$ cat src/rtl/counter_ctrl_if.sv
// Button inputs and counter strobes between the LED counter front-end and its surroundings.
// master drives the raw buttons and observes the strobes; slave is the controller side.
interface counter_ctrl_if;
  logic       i_btn_step;
  logic       i_btn_mode;
  logic       i_btn_clr;
  logic       o_cnt_en;
  logic       o_cnt_up;
  logic       o_cnt_clr;
  logic [1:0] o_mode;

  modport master (
    output i_btn_step, i_btn_mode, i_btn_clr,
    input  o_cnt_en, o_cnt_up, o_cnt_clr, o_mode
  );

  modport slave (
    input  i_btn_step, i_btn_mode, i_btn_clr,
    output o_cnt_en, o_cnt_up, o_cnt_clr, o_mode
  );
endinterface

$ cat src/rtl/counter_ctrl.sv
// Button conditioning (sync, debounce, edge) plus mode FSM sequencing the 3-bit LED counter.
// Latency DEBOUNCE_CYCLES+2 edges from first sampled press; no backpressure, strobes are fire-and-forget.
module counter_ctrl #(
  parameter int DEBOUNCE_CYCLES = 4,
  parameter int AUTO_DIV        = 8
) (
  input  logic         i_clk,
  input  logic         i_reset_n,
  counter_ctrl_if.slave bus
);

  localparam int DW = $clog2(DEBOUNCE_CYCLES);
  localparam int PW = $clog2(AUTO_DIV);
  localparam logic [DW-1:0] DB_LAST    = DW'(DEBOUNCE_CYCLES - 1);
  localparam logic [PW-1:0] PRESC_LAST = PW'(AUTO_DIV - 1);

  localparam int BTN_STEP = 0;
  localparam int BTN_MODE = 1;
  localparam int BTN_CLR  = 2;

  typedef enum logic [1:0] {
    MODE_STEP     = 2'b00,
    MODE_RUN_UP   = 2'b01,
    MODE_RUN_DOWN = 2'b10,
    MODE_ILLEGAL  = 2'b11
  } mode_e;

  logic [2:0]    btn_raw;
  logic [2:0]    sync1;
  logic [2:0]    sync2;
  logic [2:0]    filt;
  logic [2:0]    filt_q;
  logic [2:0]    press;
  logic [DW-1:0] db_cnt [3];

  mode_e         mode_q, mode_d;
  logic          up_q, up_d;
  logic          en_q, en_d;
  logic          clr_q, clr_d;
  logic [PW-1:0] presc_q, presc_d;

  assign btn_raw = {bus.i_btn_clr, bus.i_btn_mode, bus.i_btn_step};

  // Filtered level only flips after DEBOUNCE_CYCLES consecutive mismatching samples.
  always_ff @(posedge i_clk or negedge i_reset_n) begin
    if (!i_reset_n) begin
      sync1  <= '0;
      sync2  <= '0;
      filt   <= '0;
      filt_q <= '0;
      for (int i = 0; i < 3; i++) begin
        db_cnt[i] <= '0;
      end
    end else begin
      sync1  <= btn_raw;
      sync2  <= sync1;
      filt_q <= filt;
      for (int i = 0; i < 3; i++) begin
        if (sync2[i] == filt[i]) begin
          db_cnt[i] <= '0;
        end else if (db_cnt[i] == DB_LAST) begin
          filt[i]   <= ~filt[i];
          db_cnt[i] <= '0;
        end else begin
          db_cnt[i] <= db_cnt[i] + 1'b1;
        end
      end
    end
  end

  assign press = filt & ~filt_q;

  always_ff @(posedge i_clk or negedge i_reset_n) begin
    if (!i_reset_n) begin
      mode_q  <= MODE_STEP;
      up_q    <= 1'b1;
      en_q    <= 1'b0;
      clr_q   <= 1'b0;
      presc_q <= '0;
    end else begin
      mode_q  <= mode_d;
      up_q    <= up_d;
      en_q    <= en_d;
      clr_q   <= clr_d;
      presc_q <= presc_d;
    end
  end

  // Press priority clr > mode > step; losing presses in the same cycle are dropped.
  always_comb begin
    mode_d  = mode_q;
    en_d    = 1'b0;
    clr_d   = 1'b0;
    presc_d = presc_q;
    if (mode_q == MODE_ILLEGAL) begin
      mode_d  = MODE_STEP;
      presc_d = '0;
    end else if (press[BTN_CLR]) begin
      clr_d   = 1'b1;
      mode_d  = MODE_STEP;
      presc_d = '0;
    end else begin
      case (mode_q)
        MODE_STEP: begin
          presc_d = '0;
          if (press[BTN_MODE]) begin
            mode_d = MODE_RUN_UP;
          end else if (press[BTN_STEP]) begin
            en_d = 1'b1;
          end
        end
        MODE_RUN_UP, MODE_RUN_DOWN: begin
          if (press[BTN_MODE]) begin
            mode_d  = (mode_q == MODE_RUN_UP) ? MODE_RUN_DOWN : MODE_STEP;
            presc_d = '0;
          end else if (presc_q == PRESC_LAST) begin
            presc_d = '0;
            en_d    = 1'b1;
          end else begin
            presc_d = presc_q + 1'b1;
          end
        end
        default: begin
          mode_d  = MODE_STEP;
          presc_d = '0;
        end
      endcase
    end
    up_d = (mode_d != MODE_RUN_DOWN);
  end

  assign bus.o_cnt_en  = en_q;
  assign bus.o_cnt_up  = up_q;
  assign bus.o_cnt_clr = clr_q;
  assign bus.o_mode    = mode_q;

  a_en_clr_exclusive: assert property (@(posedge i_clk) disable iff (!i_reset_n)
    !(en_q && clr_q));
  a_mode_legal: assert property (@(posedge i_clk) disable iff (!i_reset_n)
    mode_q != MODE_ILLEGAL);

endmodule

$ cat src/flat_wrapper.sv
// flat-port wrapper written by rule: the top's interface ports become plain ports
module counter_ctrl_flat 
#(
  parameter int DEBOUNCE_CYCLES = 4,
  parameter int AUTO_DIV        = 8
)
  (i_clk, i_reset_n, bus_i_btn_step, bus_i_btn_mode, bus_i_btn_clr, bus_o_cnt_en, bus_o_cnt_up, bus_o_cnt_clr, bus_o_mode);
  counter_ctrl_if bus_i ();
  input  logic i_clk;
  input  logic i_reset_n;
  input wire logic [$bits(bus_i.i_btn_step)-1:0] bus_i_btn_step;
  input wire logic [$bits(bus_i.i_btn_mode)-1:0] bus_i_btn_mode;
  input wire logic [$bits(bus_i.i_btn_clr)-1:0] bus_i_btn_clr;
  output wire logic [$bits(bus_i.o_cnt_en)-1:0] bus_o_cnt_en;
  output wire logic [$bits(bus_i.o_cnt_up)-1:0] bus_o_cnt_up;
  output wire logic [$bits(bus_i.o_cnt_clr)-1:0] bus_o_cnt_clr;
  output wire logic [$bits(bus_i.o_mode)-1:0] bus_o_mode;
  assign bus_i.i_btn_step = bus_i_btn_step;
  assign bus_i.i_btn_mode = bus_i_btn_mode;
  assign bus_i.i_btn_clr = bus_i_btn_clr;
  assign bus_o_cnt_en = bus_i.o_cnt_en;
  assign bus_o_cnt_up = bus_i.o_cnt_up;
  assign bus_o_cnt_clr = bus_i.o_cnt_clr;
  assign bus_o_mode = bus_i.o_mode;
  counter_ctrl #(.DEBOUNCE_CYCLES(DEBOUNCE_CYCLES), .AUTO_DIV(AUTO_DIV)) u_core (.i_clk(i_clk), .i_reset_n(i_reset_n), .bus(bus_i));
endmodule
$ cat config.mk
export PLATFORM = sky130hd
export DESIGN_NAME = counter_ctrl_flat
export DESIGN_NICKNAME = d
export VERILOG_FILES = /design/src/rtl/counter_ctrl_if.sv /design/src/rtl/counter_ctrl.sv /design/src/flat_wrapper.sv
export SDC_FILE = /design/constraint.sdc
export NUM_CORES = 1
export LEC_CHECK = 0
export ABC_AREA = 1
export CELL_PAD_IN_SITES_DETAIL_PLACEMENT = 2
export CELL_PAD_IN_SITES_GLOBAL_PLACEMENT = 2
export CORE_MARGIN = 1
export CORE_UTILIZATION = 40
export CTS_CLUSTER_SIZE = 8
export DETAILED_ROUTE_END_ITERATION = 6
export GPL_TIMING_DRIVEN = 1
export PLACE_DENSITY = 0.84
export REMOVE_ABC_BUFFERS = 1
export SLEW_MARGIN = 10
export SYNTH_ARGS = -nofsm -noshare
export SYNTH_HDL_FRONTEND = slang
export SYNTH_SLANG_ARGS = --single-unit
export TNS_END_PERCENT = 30
$ cat constraint.sdc
create_clock -name i_clk -period 2.4 [get_ports i_clk]
set_clock_uncertainty 0.2 [all_clocks]
set_input_delay 0.72 -clock i_clk [delete_from_list [all_inputs] [get_ports i_clk]]
set_output_delay 0.72 -clock i_clk [all_outputs]
set_load 0.05 [all_outputs]
# Word-level counts from Yosys, hierarchy flattened
# Cells that the tools add are included.
# classes
addsub,4
n_eq_ne,11
muxes,26
bitwise_logic,8
reduce_logical,5
# ops
op,n
$mux 2,11
$mux 3,5
$eq 2x2->1 const B,5
$mux 1,8
$add 2x1->2 const B,3
$not 1->1,6
$reduce_and 2->1,3
$pmux 2 s2,1
$add 3x1->3 const B,1
$and 3x3->3,1
$eq 1x1->1,3
$eq 3x3->1 const B,1
$not 3->3,1
$eq 2x1->1 const B,1
$logic_not 2->1,1
$ne 2x2->1 const B,1
$pmux 1 s2,1
$reduce_or 2->1,1
# word_totals
ff_bits,26
input_bits,5
word_cells,68

# Longest topological paths before layout
# depth
ltp_word,7
mapped_depth,7

# Least setup slack after synthesis
# No wires, ideal clock.
# synth_path
kind,flip-flop to flip-flop
from,"register u_core.mode_q[0], in the netlist u_core.bus.o_mode[0]"
to,"register u_core.up_q, in the netlist u_core.bus.o_cnt_up"
setup_ns,0.086
t_arrival_ns,1.450
required_ns,2.114
slack_ns,0.665
path_stages_with_launch,8
path_buffers,0
synth_period_minus_slack_ns,1.735
cell_sequence,dfrtp_1 inv_1 ha_1 inv_1 nand2_1 nand3_1 nand2_1 nand3_1
# synth_between
elab_chain_len,7
word_cells_on_any_way,12
# synth_lines
item,line,text
from (decl),counter_ctrl.sv:36,"mode_e mode_q, mode_d;"
from (signal assigned),counter_ctrl.sv:81,mode_q <= mode_d;
$eq 2x1->1,"counter_ctrl.sv:103, counter_ctrl.sv:114",
$mux 2,counter_ctrl.sv:114,mode_d = (mode_q == MODE_RUN_UP) ? MODE_RUN_DOWN : MODE_STEP;
$mux 2,counter_ctrl.sv:113,if (press[BTN_MODE]) begin
$pmux 2 s2,counter_ctrl.sv:103,case (mode_q)
$mux 2,counter_ctrl.sv:98,end else if (press[BTN_CLR]) begin
$mux 2 *,counter_ctrl.sv:95,if (mode_q == MODE_ILLEGAL) begin
$ne 2x2->1 *,counter_ctrl.sv:129,up_d = (mode_d != MODE_RUN_DOWN);
via u_core.up_d,counter_ctrl.sv:37,"logic up_q, up_d;"
to (signal assigned),counter_ctrl.sv:82,up_q <= up_d;
to (decl),counter_ctrl.sv:37,
# Mark *: on every way through the listed nets, which the timed path passes. The rest lies on a longest branch.
# A chain may end at the register's enable or synchronous reset.

# Worst setup path in the final report
# layout_path
from,"register u_core.clr_q, in the netlist u_core.bus.o_cnt_clr"
to,output port bus_o_cnt_clr
# layout_rtl
item,line,text
from (decl),counter_ctrl.sv:39,"logic clr_q, clr_d;"
from (signal assigned),counter_ctrl.sv:84,clr_q <= clr_d;
to (decl),flat_wrapper.sv:16,output wire logic [$bits(bus_i.o_cnt_clr)-1:0] bus_o_cnt_clr;
# No word-level cell between the ends.

==> results.md <==
* # hold bufs at CTS at 0
* CP top delay family: buffers and inverters
* Unrepaired setup endpoints after global routing: false
* Sequential area share after synthesis at between 60% and 70%
* Vias in the first global route at about 700
* DIE AREA at ~2800 um2
* Slew Limit Fails at 0
* DPL Wire Length at between 1 and 1.5 mm
* Clock Path Buffers at 2
* Initial DRC Count at 2
* Initial antenna violation count at 0
* Warnings from Yosys at 0
* PortBufs at 9
* TNS Setup at 0 ps
* Worst Path Max Fanout at 1
* Antenna Nets Post-Route at 0
* Clock root cell: clkbuf_4
* Reg2reg setup slack at between 800 and 900 ps
* Peak VDD IR at 0.000752 V
* Skew-Pair Late Insertion Delay at 320 ps
* Synthesized area at 1020 um2
* Highest-count cells in the layout ignoring fill and taps: dfrtp_1, inv_1, ha_1
* Post-synthesis cell count at 82
* Buf/Inv on CP at 1
* Routed len/inst at 14.3 um
* Critical Path Max Stage Delay at about 520 ps
* First-pass GRT wire length at around 3.2 mm
* Seq cells post-synth at 26
* Final RePlAce weighted congestion at just under 0.7
* Design Area, Final at 1200 um2
* Critical R2R Capture: u_core.bus.o_cnt_up
* Worst Min Path Start: u_core.sync1[2]
* Detailed Route WL at 1.77 mm
* Post-route DRC at 0
* DRT Pass-1 Iters at 2
* Worst hold path type: reg2reg
* Max cap viols at 0
* Clock sink count at 26
* Area delta synth->final at 17.5%
* Htree depth at 1
* Pwr Density at roughly 1300 nW/um2
* Layout cell share with drive strength beyond 1 at about a fifth
* Avg Cell Area, Syn at around 12 um2
* Gr usage total at roughly 17%
* Antenna diodes at 0
* Crit path DAT at approximately 1200 ps
* Row cnt at 17
* Die Y at about 53 um
* Leak at between 0.0006 and 0.0007 uW
* DR vias at about 600
* Critical path depth at 1
* Placed inst area at about 1100 um2
* Reg clk slew, reported paths at approximately 130 ps
* Worst setup EP type: primary output
* Largest net degree at the start of global routing at 27
* Crit. Startpoint: u_core.bus.o_cnt_clr
* Setup repair bufs after CTS at 0
* Crit share post-route at between 80% and 90%
* Fill count at 231
* # setup viols final at 0
* Core box area at roughly 2300 um2
* CP required at approximately 1500 ps
* Crit-path cells: dlygate4sd2_1
* Worst setup SP type: flip-flop
* Commonest non-fill, non-tap cell in the layout: dfrtp_1
* Final #Nets at 110
* Synth cell types at 20
* CTS tree: built
* Reg2Reg Launch Point: u_core.bus.o_mode[0]
* Die width at approximately 53 um
* Final-report hold violation count at 0
* Crit path capture: bus_o_cnt_clr
* Vias per inst at 4.89
* # resized after CTS at 1
* Number of CTS-inserted buffers at 3
* Crit Path Class: reg2out
* Initial core utilization at ~44%
* Slew margin rel. at between 60% and 70%
* Maximum clock rate at around 0.47 GHz
* # IOs at 10
* CP max-delay cell: dlygate4sd2_1
* Slew of the pin with the lowest slew margin at 504 ps
* GRT overflow at 0
* Status: finished clean
* R2R cell count at 7
* Minimum clock period at between 2000 and 2500 ps
==> flip-flops by register name, indices dropped and copies added, names as in the netlist <==
name                  flops
u_core.bus.o_cnt_clr      1
u_core.bus.o_cnt_en       1
u_core.bus.o_cnt_up       1
u_core.bus.o_mode         2
u_core.db_cnt             6
u_core.filt               3
u_core.filt_q             3
u_core.presc_q            3
u_core.sync1              3
u_core.sync2              3
==> kinds of logic (layout without fill, tap and decap cells) <==
kind of cell    Yosys count  in the layout  synth area share (%)
buf+inv                  12             26                  4.40
fa+ha+maj                 8              8                  9.78
compound gates            4              4                  3.06
simple gates             27             27                  14.3
xor+xnor                  3              3                  2.57
mux                       2              2                  2.20
flops                    26             26                  63.7
==> layout make-up <==
class	instances	area, um2	share of cell area, %
inverter	12	45.0	3.75
multi-input combinational	44	327	27.2
sequential	26	652	54.2
clock inverter	1	30.0	2.50
timing repair buffer	10	91.3	7.60
clock buffer	3	22.5	1.87
tap	28	35.0	2.91
==> cells in the mapped netlist <==
| cell type | instances | area [um2] |
|---|---|---|
| nand3_1 | 4 | 20.0 |
| a21oi_4 | 1 | 16.3 |
| nand4_1 | 1 | 6.26 |
| or2_2 | 1 | 6.26 |
| o21ai_0 | 1 | 5.00 |
| nand3_2 | 1 | 10.0 |
| dfstp_2 | 1 | 26.3 |
| nand2_1 | 6 | 22.5 |
| inv_2 | 1 | 3.75 |
| a21oi_1 | 2 | 10.0 |
| inv_1 | 11 | 41.3 |
| nor3_2 | 2 | 20.0 |
| nor2_1 | 6 | 22.5 |
| mux2_2 | 2 | 22.5 |
| nand2_4 | 1 | 11.3 |
| xnor2_1 | 3 | 26.3 |
| dfrtp_1 | 25 | 626 |
| ha_1 | 8 | 100 |
| nand2_2 | 2 | 12.5 |
| nor3_1 | 3 | 15.0 |
==> per-stage QoR <==
stage / util (%) / power, uW / hold slack (ps) / setup slack [ps] / instances
floorplan: - / 1070 / 131 / 665 / 82
global placement: 49.5 / 1190 / 135 / 388 / 120
detailed placement: 49.5 / 1240 / 138 / 368 / 120
CTS: 51.8 / 1540 / 170 / 3.67 / 124
global route: 51.9 / 1630 / 177 / 239 / 124
finish: 51.9 / 1510 / 167 / 293 / 124
==> worst min path at each step <==
stage / cells after the start / slack, ps / to
finish: 0 / 170 / u_core.sync2[2]
global route: 0 / 180 / u_core.sync2[2]
CTS: 0 / 170 / u_core.sync2[2]
detailed placement: 0 / 140 / u_core.sync2[2]
global placement: 0 / 140 / u_core.sync2[0]
floorplan: 0 / 130 / u_core.sync2[0]
==> layer usage <==
metal | routed length (um) | up-vias | GRT usage, %
met5 | 0 | - | 0
met4 | 13 | 0 | 3.95
met3 | 69 | 2 | 6.09
met2 | 941 | 10 | 29.1
met1 | 747 | 307 | 19.8
li1 | - | 287 | -
==> report_power, final <==
part	switching (uW)	internal (uW)	leakage, uW
clock network	125	169	0.0000279
logic	347	202	0.000269
registers	91.6	572	0.000325
(Power assumes the default switching activity.)
